## src/rtl/ram_access_arbiter.sv

```systemverilog
// ram_access_arbiter: shares one MFA/MFC RAM port between fetch and data.
// Define MEM_ARB_RR_EN for round-robin tie-breaking (default: data wins).
module ram_access_arbiter #(
  parameter int ADDR_W  = 9,
  parameter int DATA_W  = 32,
  parameter int TIMEOUT = 15
) (
  input  logic              Clk,
  input  logic              reset,
  input  logic              f_req,
  input  logic [ADDR_W-1:0] f_addr,
  output logic              f_done,
  output logic              f_err,
  input  logic              d_req,
  input  logic              d_rw,
  input  logic [1:0]        d_size,
  input  logic [ADDR_W-1:0] d_addr,
  input  logic [DATA_W-1:0] d_wdata,
  output logic              d_done,
  output logic              d_err,
  output logic [DATA_W-1:0] rdata,
  output logic              busy,
  output logic              ramMFA,
  output logic              ramRW,
  output logic [ADDR_W-1:0] ramAddress,
  output logic [1:0]        ramDataSize,
  output logic [DATA_W-1:0] ramDataOut,
  input  logic [DATA_W-1:0] ramDataIn,
  input  logic              ramMFC
);

  localparam int CW = $clog2(TIMEOUT + 1);
  localparam logic [CW-1:0] CNT_LAST = CW'(TIMEOUT - 1);

  typedef enum logic [2:0] {
    IDLE,
    ACCESS,
    COMPLETE,
    ERROR,
    RELEASE
  } state_e;

  state_e              state_q, state_d;
  logic [CW-1:0]       cnt_q, cnt_d;
  logic                win_q, win_d;
  logic                mfa_q, mfa_d;
  logic                rw_q, rw_d;
  logic [ADDR_W-1:0]   addr_q, addr_d;
  logic [1:0]          size_q, size_d;
  logic [DATA_W-1:0]   wdata_q, wdata_d;
  logic [DATA_W-1:0]   rdata_q, rdata_d;
  logic                f_done_q, f_done_d;
  logic                f_err_q, f_err_d;
  logic                d_done_q, d_done_d;
  logic                d_err_q, d_err_d;
  logic                busy_q, busy_d;
  logic                pick_data;

`ifdef MEM_ARB_RR_EN
  // last_q: 1 when data was granted last, 0 when fetch was
  logic                last_q, last_d;

  // on a tie, the requester granted last yields
  assign pick_data = d_req & (~f_req | ~last_q);
`else
  // data always beats fetch
  assign pick_data = d_req;
`endif

  // next-state and registered-output logic
  always_comb begin
    state_d  = state_q;
    cnt_d    = cnt_q;
    win_d    = win_q;
    mfa_d    = mfa_q;
    rw_d     = rw_q;
    addr_d   = addr_q;
    size_d   = size_q;
    wdata_d  = wdata_q;
    rdata_d  = rdata_q;
    f_done_d = 1'b0;
    f_err_d  = 1'b0;
    d_done_d = 1'b0;
    d_err_d  = 1'b0;
`ifdef MEM_ARB_RR_EN
    last_d   = last_q;
`endif
    unique case (state_q)
      IDLE: begin
        if (f_req | d_req) begin
          win_d   = pick_data;
          cnt_d   = '0;
          mfa_d   = 1'b1;
          state_d = ACCESS;
`ifdef MEM_ARB_RR_EN
          last_d  = pick_data;
`endif
          if (pick_data) begin
            rw_d    = d_rw;
            addr_d  = d_addr;
            size_d  = d_size;
            wdata_d = d_wdata;
          end else begin
            rw_d    = 1'b0;
            addr_d  = f_addr;
            size_d  = 2'b11;
            wdata_d = '0;
          end
        end
      end
      ACCESS: begin
        if (ramMFC) begin
          if (!rw_q) begin
            rdata_d = ramDataIn;
          end
          mfa_d   = 1'b0;
          state_d = COMPLETE;
        end else if (cnt_q == CNT_LAST) begin
          mfa_d   = 1'b0;
          state_d = ERROR;
        end else begin
          cnt_d = cnt_q + CW'(1);
        end
      end
      COMPLETE: begin
        d_done_d = win_q;
        f_done_d = ~win_q;
        state_d  = RELEASE;
      end
      ERROR: begin
        d_err_d = win_q;
        f_err_d = ~win_q;
        state_d = RELEASE;
      end
      RELEASE: begin
        if (!ramMFC) begin
          state_d = IDLE;
        end
      end
      default: begin
        mfa_d   = 1'b0;
        state_d = IDLE;
      end
    endcase
    busy_d = (state_d != IDLE);
  end

  // state and output registers
  always_ff @(posedge Clk or negedge reset) begin
    if (!reset) begin
      state_q  <= IDLE;
      cnt_q    <= '0;
      win_q    <= 1'b0;
      mfa_q    <= 1'b0;
      rw_q     <= 1'b0;
      addr_q   <= '0;
      size_q   <= '0;
      wdata_q  <= '0;
      rdata_q  <= '0;
      f_done_q <= 1'b0;
      f_err_q  <= 1'b0;
      d_done_q <= 1'b0;
      d_err_q  <= 1'b0;
      busy_q   <= 1'b0;
`ifdef MEM_ARB_RR_EN
      last_q   <= 1'b0;
`endif
    end else begin
      state_q  <= state_d;
      cnt_q    <= cnt_d;
      win_q    <= win_d;
      mfa_q    <= mfa_d;
      rw_q     <= rw_d;
      addr_q   <= addr_d;
      size_q   <= size_d;
      wdata_q  <= wdata_d;
      rdata_q  <= rdata_d;
      f_done_q <= f_done_d;
      f_err_q  <= f_err_d;
      d_done_q <= d_done_d;
      d_err_q  <= d_err_d;
      busy_q   <= busy_d;
`ifdef MEM_ARB_RR_EN
      last_q   <= last_d;
`endif
    end
  end

  assign f_done      = f_done_q;
  assign f_err       = f_err_q;
  assign d_done      = d_done_q;
  assign d_err       = d_err_q;
  assign rdata       = rdata_q;
  assign busy        = busy_q;
  assign ramMFA      = mfa_q;
  assign ramRW       = rw_q;
  assign ramAddress  = addr_q;
  assign ramDataSize = size_q;
  assign ramDataOut  = wdata_q;

endmodule

```

## config.mk

```make
export PLATFORM = sky130hd
export DESIGN_NAME = ram_access_arbiter
export DESIGN_NICKNAME = d
export VERILOG_FILES = /design/src/rtl/ram_access_arbiter.sv
export SDC_FILE = /design/constraint.sdc
export NUM_CORES = 1
export LEC_CHECK = 0
export CORE_ASPECT_RATIO = 1.5
export CORE_MARGIN = 4
export CORE_UTILIZATION = 37
export CTS_CLUSTER_SIZE = 20
export DETAILED_ROUTE_END_ITERATION = 8
export GPL_ROUTABILITY_DRIVEN = 0
export GPL_TIMING_DRIVEN = 0
export HOLD_SLACK_MARGIN = 0.05
export MAX_ROUTING_LAYER = met4
export PLACE_DENSITY = 0.83
export SYNTH_ARGS = -nofsm -noshare
export SYNTH_HDL_FRONTEND = slang
export SYNTH_SLANG_ARGS = --single-unit
```

## constraint.sdc

```tcl
create_clock -name Clk -period 1.83 [get_ports Clk]
set_clock_uncertainty 0.1 [all_clocks]
set_input_delay 0.4575 -clock Clk [delete_from_list [all_inputs] [get_ports Clk]]
set_output_delay 0.4575 -clock Clk [all_outputs]
set_load 0.005 [all_outputs]
```

# Yosys cells after proc, flatten, opt, wreduce, memory -nomap -nowiden
# Cells that the tools add are included.
# op_classes
n_mux,21
reduce_logical,9
eq_ne,9
bitwise_logic,4
add_sub_neg,1
# ops
op,n
32-bit 2-to-1 mux,1
3-bit 2-to-1 mux,4
4-bit 2-to-1 mux,3
3-bit case mux with 4 select lines,1
9-bit 2-to-1 mux,1
1-bit 2-to-1 mux,8
4-bit case mux with 2 select lines,1
"3-bit by 2-bit equality test with 1-bit output, second input constant",2
"2-bit inequality test, second input constant",3
3-bit AND reduction,2
"4-bit by 1-bit adder with 4-bit output, second input constant",1
"4-bit equality test, second input constant",1
4-bit AND reduction,1
"3-bit by 1-bit equality test with 1-bit output, second input constant",1
"3-bit equality test, second input constant",1
3-bit logical NOT,1
"3-bit inequality test, second input constant",1
1-bit NOT,3
1-bit case mux with 3 select lines,1
3-bit nonzero test,1
3-bit OR reduction,1
2-bit 2-to-1 mux,1
2-bit AND reduction,1
2-bit nonzero test,1
2 further kinds,2
# word_totals
inputBits,90
out_inout_bits,82
regBits,90
word_cells,58

# Logic depth before layout (Yosys ltp)
# depth
depth_word,5
depth_mapped,6
ltp_nobuf,5

# Worst setup path after synthesis
# OpenSTA, ideal clock, no wires.
# synth_path
path_kind,flip-flop to flip-flop
startpoint,register state_q[2]
endpoint,register rdata_q[10] (netlist: rdata[10])
required_ns,1.605
arrival_time_ns,1.550
n_path_buf,2
synth_period_minus_slack_ns,1.775
setup_slack_ns,0.055
path_stages_with_launch,6
setup_ns,0.125
path_cell_list,dfrtp_1 > or2_1 > buf_6 > nor3_4 > buf_6 > mux2_2
# synth_via
elab_chain_len,2
# synth_lines
element,line_no,text
"start, declared",43,"state_e state_q, state_d;"
"start signal, assigned",169,state_q <= state_d;
3-bit by 1-bit equality test with 1-bit output,88,unique case (state_q)
3-bit AND reduction (no source line),n/a,
"end signal, assigned",177,rdata_q <= rdata_d;
"end, declared",51,"logic [DATA_W-1:0] rdata_q, rdata_d;"
# No other way between the ends.
# A chain may end at the register's enable or synchronous reset.

# Worst setup path in the final report
# layout_path
startpoint,register state_q[1]
endpoint,register cnt_q[2]
# layout_via
elab_chain_len,3
elab_cells_between_ends,8
cone_classes,eq/ne: 4; mux: 1; reduce/logical: 3
# layout_lines
element,line_no,text
3-bit by 1-bit equality test with 1-bit output or 3-bit logical NOT (tied branches),88,
2-bit inequality test (no source line) or 2-bit nonzero test (tied branches),n/a,
4-bit AND reduction (no source line),n/a,
"end signal, assigned",170,cnt_q <= cnt_d;
"end, declared",44,"logic [CW-1:0] cnt_q, cnt_d;"
# Several ways; a longest one is shown, not always the timed one.

==> metrics.txt <==
xor/xnor share of the synthesized area=0%; clk buf depth=2; share of flip-flops with an asynchronous set or reset=100%; root buffer cell=clkbuf_16; # clock sinks=90; hold path cells=1; critical-path maximum fanout=6; Die ar.=0.0113 mm²; drt first-iter violations=161; Distinct cells, synth=39; width of the die=88.2 µm; CTS clock-pin slew for the worst setup and hold paths=0.06 ns; fin crit period=1.80 ns; die height=128 µm; Cells after Synth=249; Synth area leader=dfrtp_1; crit path launch type=register; CP startpoint=state_q[1]; HP Class=reg2reg; Vias/cell=5.03; PwrDens=1630 mW/mm²; Max Cap Violations=0; Finished Layout Cells=559; post-route ant nets=0; H-tree levels=3; hold path start=rdata[6]; post-synthesis mux area share=13.2%; Final Slew Violations=0; VDD IR max=0.936 mV; grt ovf=0; gr usage total=17.3%; worst setup margin=0.0296 ns; RR Startpoint=state_q[1]; Area growth syn-to-layout=65.0%; Compound-Gate Fraction of Synth Area=14.1%; slew margin rel.=72.2%; number of flops mapped to enable cells by yosys=0; syn_nets=341; Yosys top cell area share=63.0%; fmax=0.555 GHz; Worst-Skew Late Latency=0.33 ns; Placed Area=0.00545 mm²; sequential fraction of the synthesis area=63.0%; syn_area_per_cell=14.3 µm²; Multi-input gate area=0.00121 mm²; register bit total from synthesis=90; simple-gate share of the synthesized area=4.94%; R2R Path End=cnt_q[2]; post-DP HPWL=7.01 mm; pin count of the biggest net entering global routing=63; synthesized cell area=0.00357 mm²; IO Pins=172; LEAKAGE=2.57 nW; Synth Flop Type=dfrtp_1; FF-to-FF setup slack=0.03 ns; layout cells sized above 1=17.0%; initial antenna violation count=0; final instance area=0.00589 mm²; row count=43; Layout Nets=534; Slew @ Worst Pin=0.414 ns; RSZ-0062 raised after global routing=yes; vias in the first global route=3,106; Final setup viols=0; Synth Area in Adders=0.701%; cell count after placement=533; vias=2,811; hold endpoint=rdata[6]; worst r2r path cells=4; Critical Path End Type=register; ranking of synthesized cells by area=dfrtp_1 63%, mux2_2 10%, a22o_1 8.1%, buf_6 2.8%, mux2i_1 2.8%; dpl ws=-0.467 ns; Req. time, crit path=1.98 ns; outcome=finished, final reports clean; Tcrit/Tclk final=98.4%; routed length per placed instance=16.8 µm; critical path class=reg2reg; Antenna Cells=0; port bufs=171; final wirelength=9.38 mm; FF/Latch Area=0.00225 mm²; Arr. time, crit path=1.95 ns; first-pass GRT wire length=14.9 mm; endpoints failing hold=0; Yosys warnings=0; first drt pass iteration count=4; Fillers=753; core footprint=0.00936 mm²; drc violations=0; CTS Buf Count=9; Starting Density=38.2%; CTS tree=built; largest family of logic cells by synthesized area=compound AO/OA/AOI/OAI gates
cells in the final DEF (no fill, tap or decap), types with 6 or more instances in the layout:
cell type        count
mux2_2              27
a22o_1              33
o21ai_0             19
clkbuf_16           10
buf_6                6
mux2i_1             10
buf_4                9
dfrtp_1             89
nor2_1               6
clkdlybuf4s50_1    168
metal layers:
metal | track usage, % | up-vias | routed length, µm
met3 | 3.72 | 20 | 606
met4 | 7.56 | 0 | 262
met1 | 19.4 | 1363 | 3580
met5 | - | - | 0
met2 | 29.1 | 122 | 4930
li1 | - | 1306 | -
synth_stat cells (2+ instances only):
cell	number
nand3b_1	2
o22a_1	2
a21oi_1	2
buf_2	3
clkbuf_1	2
nor2_1	6
mux2i_1	10
nand2_1	4
o21ai_0	19
mux2_2	32
ha_1	2
a22o_1	33
o31ai_1	4
buf_6	9
and3_1	2
dfrtp_1	90
inv_1	2
o21ai_1	2
o21bai_1	2
or2_1	2
sequential cells by signal (all words and copies together) (netlist names):
signal,flops
win_q,1
ramMFA,1
rdata,32
f_done,1
state_q,3
ramDataSize,2
busy,1
ramDataOut,32
d_err,1
ramRW,1
f_err,1
ramAddress,9
d_done,1
cnt_q,4
worst max path at each step:
stage	slack (ns)	depth (start not counted)	endpoint
global placement	-2.88	1	ramDataOut[9]
detailed placement	-0.47	5	rdata[24]
floorplan	0.05	5	rdata[10]
finish	0.03	4	cnt_q[2]
CTS	0.001	6	ramDataOut[6]
global route	-0.04	6	rdata[10]
area by class of cell:
type,instances,share of cell area (%)
timing repair buffer,182,31.2
multi-input combinational,141,20.5
sequential,90,38.2
clock buffer,14,4.48
inverter,2,0.127
tap,112,2.38
clock inverter,2,0.594
buffer,16,2.57
per-stage QoR:
step	setup TNS, ns	total power [mW]	util [%]	hold slack [ns]
final	0	9.62	63.0	0.387
after global routing	-0.609	10.2	63.0	0.413
after CTS	0	9.55	61.9	0.391
after detailed placement	-31.59	7.63	58.2	0.310
after global placement	-287.85	7.47	57.9	0.370
after floorplan	0	5.25	-	0.0619
kinds of logic (layout without fill, tap and decap cells):
group                    after synthesis  after routing
AND/OR/NAND/NOR                       27             27
multiplexers                          43             43
buffers and inverters                 18            216
adder cells (fa/ha/maj)                2              2
AO/OA/AOI/OAI                         69             69
flip-flops                            90             90
critical path: stages, from the launching register on:
cell,delay [ns]
dfrtp_2,0.44
buf_4,0.15
a211o_1,0.33
or4_1,0.54
a21oi_1,0.17
repair_timing:
item	in CTS	in global routing
setup buffers	4	4
endpoints found under the setup margin	67	70
hold buffers	1	0
gates resized for setup	3	13
hold endpoints to repair	28	0
gates cloned	0	1
pin swaps	1	2
power by group:
group / internal (mW) / total (mW) / switching (mW)
logic: 2.85 / 4.41 / 1.57
registers: 2.89 / 3.38 / 0.497
clock network: 1.13 / 1.82 / 0.688
total: 6.86 / 9.62 / 2.75
(Power assumes the default switching activity.)
